[src/rtl/uadd_pkg.sv]
// Shared definitions for the segmented unsigned add/subtract pipeline.
// Op encodings and segment geometry helpers used by the datapath.
package uadd_pkg;

   localparam logic OP_ADD = 1'b0;
   localparam logic OP_SUB = 1'b1;

   function automatic int seg_width(input int width, input int segs);
      return width / segs;
   endfunction

   function automatic bit seg_ok(input int width, input int segs);
      return (segs >= 1) && (segs <= width) && ((width % segs) == 0);
   endfunction

endpackage

[src/rtl/uadd_seg.sv]
// One registered slice of the carry chain.
// Adds two operand slices plus carry-in and holds sum and carry-out.
module uadd_seg #(
   parameter int SEG_W = 4
) (
   input  logic             clk,
   input  logic             rst,
   input  logic             en,
   input  logic [SEG_W-1:0] a,
   input  logic [SEG_W-1:0] b,
   input  logic             cin,
   output logic [SEG_W-1:0] sum,
   output logic             cout
);

   logic [SEG_W:0] total;

   // slice adder with carry in and carry out
   always_comb begin
      total = {1'b0, a} + {1'b0, b} + {{SEG_W{1'b0}}, cin};
   end

   // slice result register, frozen while the pipe stalls
   always_ff @(posedge clk) begin
      if (rst) begin
         sum  <= '0;
         cout <= 1'b0;
      end else if (en) begin
         sum  <= total[SEG_W-1:0];
         cout <= total[SEG_W];
      end
   end

endmodule

[src/rtl/uadd_pipe.sv]
// Registered unsigned add/subtract with a carry chain cut into SEGS stages.
// Valid/ready flow control, optional saturation, carry/borrow flag in the MSB.
module uadd_pipe
   import uadd_pkg::*;
#(
   parameter int WIDTH = 8,
   parameter int SEGS  = 2,
   parameter bit SAT   = 1'b0
) (
   input  logic             clk_i,
   input  logic             rst_i,
   input  logic             valid_i,
   output logic             ready_o,
   input  logic [WIDTH-1:0] opa_i,
   input  logic [WIDTH-1:0] opb_i,
   input  logic             op_i,
   output logic             valid_o,
   input  logic             ready_i,
   output logic [WIDTH:0]   sum_o
);

   localparam int SEG_W = seg_width(WIDTH, SEGS);

   if (!seg_ok(WIDTH, SEGS)) begin : g_bad_cfg
      $error("uadd_pipe: SEGS must divide WIDTH and lie in 1..WIDTH");
   end

   logic             advance;
   logic [SEGS:0]    vld;
   logic [SEGS:0]    op_q;
   logic [WIDTH-1:0] a_q [SEGS];
   logic [WIDTH-1:0] b_q [SEGS];
   logic [WIDTH-1:0] lo_q [1:SEGS];
   logic [WIDTH-1:0] res [1:SEGS];
   logic [SEG_W-1:0] seg_sum [SEGS];
   logic [SEGS-1:0]  cout;
   logic [SEGS-1:0]  cin;
   logic [WIDTH-1:0] low;
   logic             flag;

   assign valid_o = vld[SEGS];
   assign advance = !valid_o || ready_i;
   assign ready_o = advance && !rst_i;

   // input register plus skew registers for op, operands and finished slices
   always_ff @(posedge clk_i) begin
      if (rst_i) begin
         vld  <= '0;
         op_q <= '0;
         for (int s = 0; s < SEGS; s++) begin
            a_q[s] <= '0;
            b_q[s] <= '0;
         end
         for (int s = 1; s <= SEGS; s++) begin
            lo_q[s] <= '0;
         end
      end else if (advance) begin
         vld[0]  <= valid_i;
         op_q[0] <= op_i;
         a_q[0]  <= opa_i;
         b_q[0]  <= (op_i == OP_SUB) ? ~opb_i : opb_i;
         for (int s = 1; s <= SEGS; s++) begin
            vld[s]  <= vld[s-1];
            op_q[s] <= op_q[s-1];
         end
         for (int s = 1; s < SEGS; s++) begin
            a_q[s] <= a_q[s-1];
            b_q[s] <= b_q[s-1];
         end
         lo_q[1] <= '0;
         for (int s = 2; s <= SEGS; s++) begin
            lo_q[s] <= res[s-1];
         end
      end
   end

   // segment 0 takes op as carry-in (the +1 of two's complement)
   always_comb begin
      cin[0] = op_q[0];
      for (int s = 1; s < SEGS; s++) begin
         cin[s] = cout[s-1];
      end
   end

   for (genvar s = 0; s < SEGS; s++) begin : g_seg
      uadd_seg #(
         .SEG_W(SEG_W)
      ) u_seg (
         .clk  (clk_i),
         .rst  (rst_i),
         .en   (advance),
         .a    (a_q[s][s*SEG_W +: SEG_W]),
         .b    (b_q[s][s*SEG_W +: SEG_W]),
         .cin  (cin[s]),
         .sum  (seg_sum[s]),
         .cout (cout[s])
      );
   end

   // merge each stage's fresh slice into the skewed lower result bits
   always_comb begin
      for (int s = 1; s <= SEGS; s++) begin
         res[s] = lo_q[s];
         res[s][(s-1)*SEG_W +: SEG_W] = seg_sum[s-1];
      end
   end

   // final stage: carry/borrow flag and optional clamp
   always_comb begin
      flag = cout[SEGS-1] ^ (op_q[SEGS] == OP_SUB);
      low  = res[SEGS];
      if (SAT && flag) begin
         low = {WIDTH{op_q[SEGS] == OP_ADD}};
      end
   end

   assign sum_o = {flag, low};

endmodule
[config.mk]
export PLATFORM = sky130hd
export DESIGN_NAME = uadd_pipe
export DESIGN_NICKNAME = d
export VERILOG_FILES = /design/src/rtl/uadd_pkg.sv /design/src/rtl/uadd_seg.sv /design/src/rtl/uadd_pipe.sv
export SDC_FILE = /design/constraint.sdc
export NUM_CORES = 1
export LEC_CHECK = 0
export CAP_MARGIN = 20
export CORE_UTILIZATION = 45
export CTS_BUF_LIST = sky130_fd_sc_hd__clkbuf_4
export DETAILED_ROUTE_END_ITERATION = 12
export HOLD_SLACK_MARGIN = 0.15
export PLACE_DENSITY = 0.69
export SKIP_LAST_GASP = 1
export SYNTH_ARGS = -nofsm -noshare
export SYNTH_HDL_FRONTEND = slang
export SYNTH_SLANG_ARGS = --single-unit
export TNS_END_PERCENT = 50
[constraint.sdc]
create_clock -name clk_i -period 4.8 [get_ports clk_i]
set_input_delay 0.96 -clock clk_i [delete_from_list [all_inputs] [get_ports clk_i]]
set_output_delay 0.96 -clock clk_i [all_outputs]
set_load 0.03 [all_outputs]
==> impl_results.html <==
<table>
<tr><th>Metric</th><th>Value</th></tr>
<tr><th colspan="2">Status</th></tr>
<tr><td>Outcome</td><td>finished, final reports clean</td></tr>
<tr><th colspan="2">Yosys</th></tr>
<tr><td>Post-synthesis sequential area ratio</td><td>61.0%</td></tr>
<tr><td>Synthesized area per cell</td><td>12.8 µm²</td></tr>
<tr><td>Number of flops mapped to enable cells by yosys</td><td>28</td></tr>
<tr><td>Net Count, Synth</td><td>180</td></tr>
<tr><td>Top-area cell type share of the netlist area</td><td>roughly 44%</td></tr>
<tr><td>Synth Flop Type</td><td>sky130_fd_sc_hd__edfxtp_1</td></tr>
<tr><td>Number of synthesized register bits</td><td>44</td></tr>
<tr><td>Largest area contributor in the netlist</td><td>sky130_fd_sc_hd__edfxtp_1</td></tr>
<tr><td>Most instantiated library cell after synthesis</td><td>sky130_fd_sc_hd__edfxtp_1</td></tr>
<tr><td>Cells after synthesis</td><td>149</td></tr>
<tr><td>Most instantiated cells after synthesis</td><td>sky130_fd_sc_hd__edfxtp_1, sky130_fd_sc_hd__and3_1, sky130_fd_sc_hd__dfxtp_1, sky130_fd_sc_hd__inv_1</td></tr>
<tr><td>Distinct cells, synth</td><td>24</td></tr>
<tr><td>Yosys synthesis warning count</td><td>0</td></tr>
<tr><td>Synthesized cell area</td><td>0.00190 mm²</td></tr>
<tr><td>Cell types with the largest area share after synthesis</td><td>sky130_fd_sc_hd__edfxtp_1, sky130_fd_sc_hd__dfxtp_1, sky130_fd_sc_hd__and3_1, sky130_fd_sc_hd__fa_1, sky130_fd_sc_hd__ha_1</td></tr>
<tr><td>Proportion of register bits with asynchronous set or reset after synthesis</td><td>0%</td></tr>
<tr><th colspan="2">Clock network</th></tr>
<tr><td>Sink Count</td><td>44</td></tr>
<tr><td>Library cell used as clock root buffer</td><td>sky130_fd_sc_hd__clkbuf_4</td></tr>
<tr><td>Clock latency at the later pin of the worst-skew pair</td><td>roughly 0.35 ns</td></tr>
<tr><td>Post-CTS Hold Buffers</td><td>0</td></tr>
<tr><td>Resized Gates After CTS</td><td>0</td></tr>
<tr><td># H-tree levels</td><td>2</td></tr>
<tr><td>Clock tree buffer depth</td><td>2</td></tr>
<tr><td>CTS tree</td><td>built</td></tr>
<tr><td>Setup bufs post-CTS</td><td>0</td></tr>
<tr><td>Clock slew at the register clock pins of the worst setup and hold paths</td><td>0.11 ns</td></tr>
<tr><td>TritonCTS Buffers</td><td>5</td></tr>
<tr><th colspan="2">Route</th></tr>
<tr><td>Routed via count divided by cell count</td><td>5.03</td></tr>
<tr><td>Via count</td><td>1,158</td></tr>
<tr><td>Final wirelength</td><td>between 3000 and 4000 µm</td></tr>
<tr><td>Residual DRC count</td><td>0</td></tr>
<tr><td>Iter 0 DRT Violations</td><td>64</td></tr>
<tr><td>Antenna-violating nets left</td><td>0</td></tr>
<tr><td>DRT Pass-1 Iters</td><td>4</td></tr>
<tr><td>Wire length per cell after detailed routing</td><td>13.7 µm</td></tr>
<tr><th colspan="2">Place</th></tr>
<tr><td>Detail Placement HPWL</td><td>roughly 2300 µm</td></tr>
<tr><td>Routability Congestion</td><td>0.692</td></tr>
<tr><td>Port-buffer cells</td><td>31</td></tr>
<tr><td>Placed standard-cell area</td><td>0.00223 mm²</td></tr>
<tr><th colspan="2">Global routing</th></tr>
<tr><td>Maximum number of pins on one net before global-route repair</td><td>29</td></tr>
<tr><td>Total congestion overflow after global routing</td><td>0</td></tr>
<tr><td>Antenna violations before repair</td><td>0</td></tr>
<tr><td>Via count of the first global-routing pass</td><td>about 1,200</td></tr>
<tr><td>Global-route wire length before repair</td><td>5250 µm</td></tr>
<tr><td>Total Routing Usage GR</td><td>16.8%</td></tr>
<tr><th colspan="2">Critical path</th></tr>
<tr><td>Standard cell with the maximum stage delay on the critical path</td><td>sky130_fd_sc_hd__clkdlybuf4s50_1</td></tr>
<tr><td>Cells along the critical path</td><td>clkdlybuf4s50_1 -&gt; inv_2 -&gt; nand2_4 -&gt; inv_2 -&gt; clkdlybuf4s50_1</td></tr>
<tr><td>Endpoint required time on the critical path</td><td>3.84 ns</td></tr>
<tr><td>Critical path's largest stage delay</td><td>0.70 ns</td></tr>
<tr><td>Crit path arrival time</td><td>2.78 ns</td></tr>
<tr><td>Category of the worst setup path launch point</td><td>input pin</td></tr>
<tr><td>Crit. End Element</td><td>output port</td></tr>
<tr><td>Worst path bufs/invs</td><td>4</td></tr>
<tr><td>Cell family contributing the most delay on the critical path</td><td>buffers and inverters</td></tr>
<tr><td>Type of the worst setup path</td><td>input pin to output port</td></tr>
<tr><td>Critical-path maximum fanout</td><td>22</td></tr>
<tr><th colspan="2">Cells and area</th></tr>
<tr><td>Post-route design area</td><td>0.00231 mm²</td></tr>
<tr><td>Fin util</td><td>between 50% and 60%</td></tr>
<tr><td>Layout area overhead</td><td>21.4%</td></tr>
<tr><td>Fraction of layout cells with a size suffix above 1</td><td>8.33%</td></tr>
<tr><td>Post-layout nets</td><td>210</td></tr>
<tr><td>Diode count</td><td>0</td></tr>
<tr><th colspan="2">Timing</th></tr>
<tr><td>Share of the cycle needed by the critical path after routing</td><td>between 70% and 80%</td></tr>
<tr><td>Setup Viol. Count Final</td><td>0</td></tr>
<tr><td>Achievable frequency</td><td>268 MHz</td></tr>
<tr><td>Final slew viol count</td><td>0</td></tr>
<tr><td>Clock Skew</td><td>0.0149 ns</td></tr>
<tr><td>Shortest period the worst path allows</td><td>3.74 ns</td></tr>
<tr><td>Headroom to the max-slew limit</td><td>31.8%</td></tr>
<tr><td>Count of endpoints failing hold in the final timing report</td><td>0</td></tr>
<tr><td>Setup repair after global routing missed its margin</td><td>no</td></tr>
<tr><td>Least-Margin Pin Slew</td><td>around 1 ns</td></tr>
<tr><td>Sum of negative setup slack</td><td>0 ns</td></tr>
<tr><th colspan="2">Power and ir drop</th></tr>
<tr><td>Max IR drop VDD</td><td>239 µV</td></tr>
<tr><td>Overall power after layout</td><td>0.782 mW</td></tr>
<tr><td>Leakage dissipation</td><td>1.02 nW</td></tr>
<tr><td>Pwr dens</td><td>338 mW/mm²</td></tr>
<tr><th colspan="2">Die</th></tr>
<tr><td>Die H</td><td>approximately 67 µm</td></tr>
<tr><td>Number of rows in the core area</td><td>23</td></tr>
<tr><td>Ports</td><td>32</td></tr>
<tr><td>Area inside the core boundary</td><td>0.00403 mm²</td></tr>
<tr><td>Die ar.</td><td>~0.0045 mm²</td></tr>
<tr><td>Die span in x</td><td>between 60 and 70 µm</td></tr>
<tr><td>Starting density of the core</td><td>47.2%</td></tr>
<tr><th colspan="2">Run</th></tr>
<tr><td>Maxcap violations</td><td>0</td></tr>
<tr><th colspan="2">Worst hold path</th></tr>
<tr><td>Type of the worst min-delay path</td><td>flop to flop</td></tr>
</table>
-- path summary, 6_finish.rpt --
check	start	depth (start not counted)	end	slack, ns
setup / recovery	rst_i	5	ready_o	1.06
setup reg to reg	vld[2]	3	a_q[0][3]	2.91
hold reg to reg	g_seg[0].u_seg.sum[3]	2	g_seg[0].u_seg.sum[3]	0.47
hold / removal	g_seg[0].u_seg.sum[3]	2	g_seg[0].u_seg.sum[3]	0.47
-- registers in the layout, summed over array words and instances, names as in the netlist --
signal / cells
b_q: 12
g_seg.u_seg.cout: 2
g_seg.u_seg.sum: 8
a_q: 12
op_q: 3
lo_q: 4
vld: 3
-- cell families after synthesis --
group                      synth area share [%]
AOI/OAI and AO/OA                          8.61
xor gates and xnor gates                   5.98
adders and majority gates                  8.15
buffers and inverters                      4.60
DFF                                        61.0
and+or+nand+nor                            11.6
-- through the flow --
step / hold slack [ns] / setup WS (ns) / instances
final: 0.465 / 1.06 / 230
after global routing: 0.480 / 0.968 / 230
after CTS: 0.467 / 1.05 / 230
after detailed placement: 0.438 / 1.05 / 222
after global placement: 0.427 / 1.10 / 222
after floorplan: 0.416 / 2.49 / 149
-- routing by layer --
layer | share of wire, % | GRT usage (%)
met1 | 42 | 19.8
met2 | 51 | 27.6
met3 | 4.7 | 5.65
met5 | 0 | 0
met4 | 1.8 | 7.18
-- power breakdown --
group / switching [mW] / total [mW] / internal (mW)
combinational: 0.0524 / 0.107 / 0.0545
sequential: 0.0126 / 0.445 / 0.432
clock: 0.115 / 0.230 / 0.115
total: 0.180 / 0.782 / 0.602
-- worst min-delay path, delay by kind of cell (launching register included) --
kind / cells / cell delay [ns]
AOI/OAI and AO/OA: 1 / 0.06
DFF: 1 / 0.34
and+or+nand+nor: 1 / 0.05
-- area by class of cell --
cell class / instances / area, µm²
Clock inverter: 2 / 35.0
Sequential cell: 44 / 1160
Tap cell: 50 / 62.6
Multi-Input combinational cell: 86 / 654
Inverter: 11 / 41.3
Clock buffer: 6 / 45.0
Timing Repair Buffer: 31 / 310
Fill cell: 340 / 1720
-- cell usage in the layout (no fill, tap or decap), drive strengths merged --
cell           instances
a21o                   5
a21oi                  4
a22o                   7
and3                  20
bufinv                 1
clkbuf                 6
clkdlybuf4s50         31
clkinv                 1
dfxtp                 16
edfxtp                28
fa                     4
ha                     6
inv                   11
nand2                  9
nand2b                 1
nor2                   9
o21ai                  8
xnor2                  8
xor2                   5
Power figures use the tool's default switching activity.
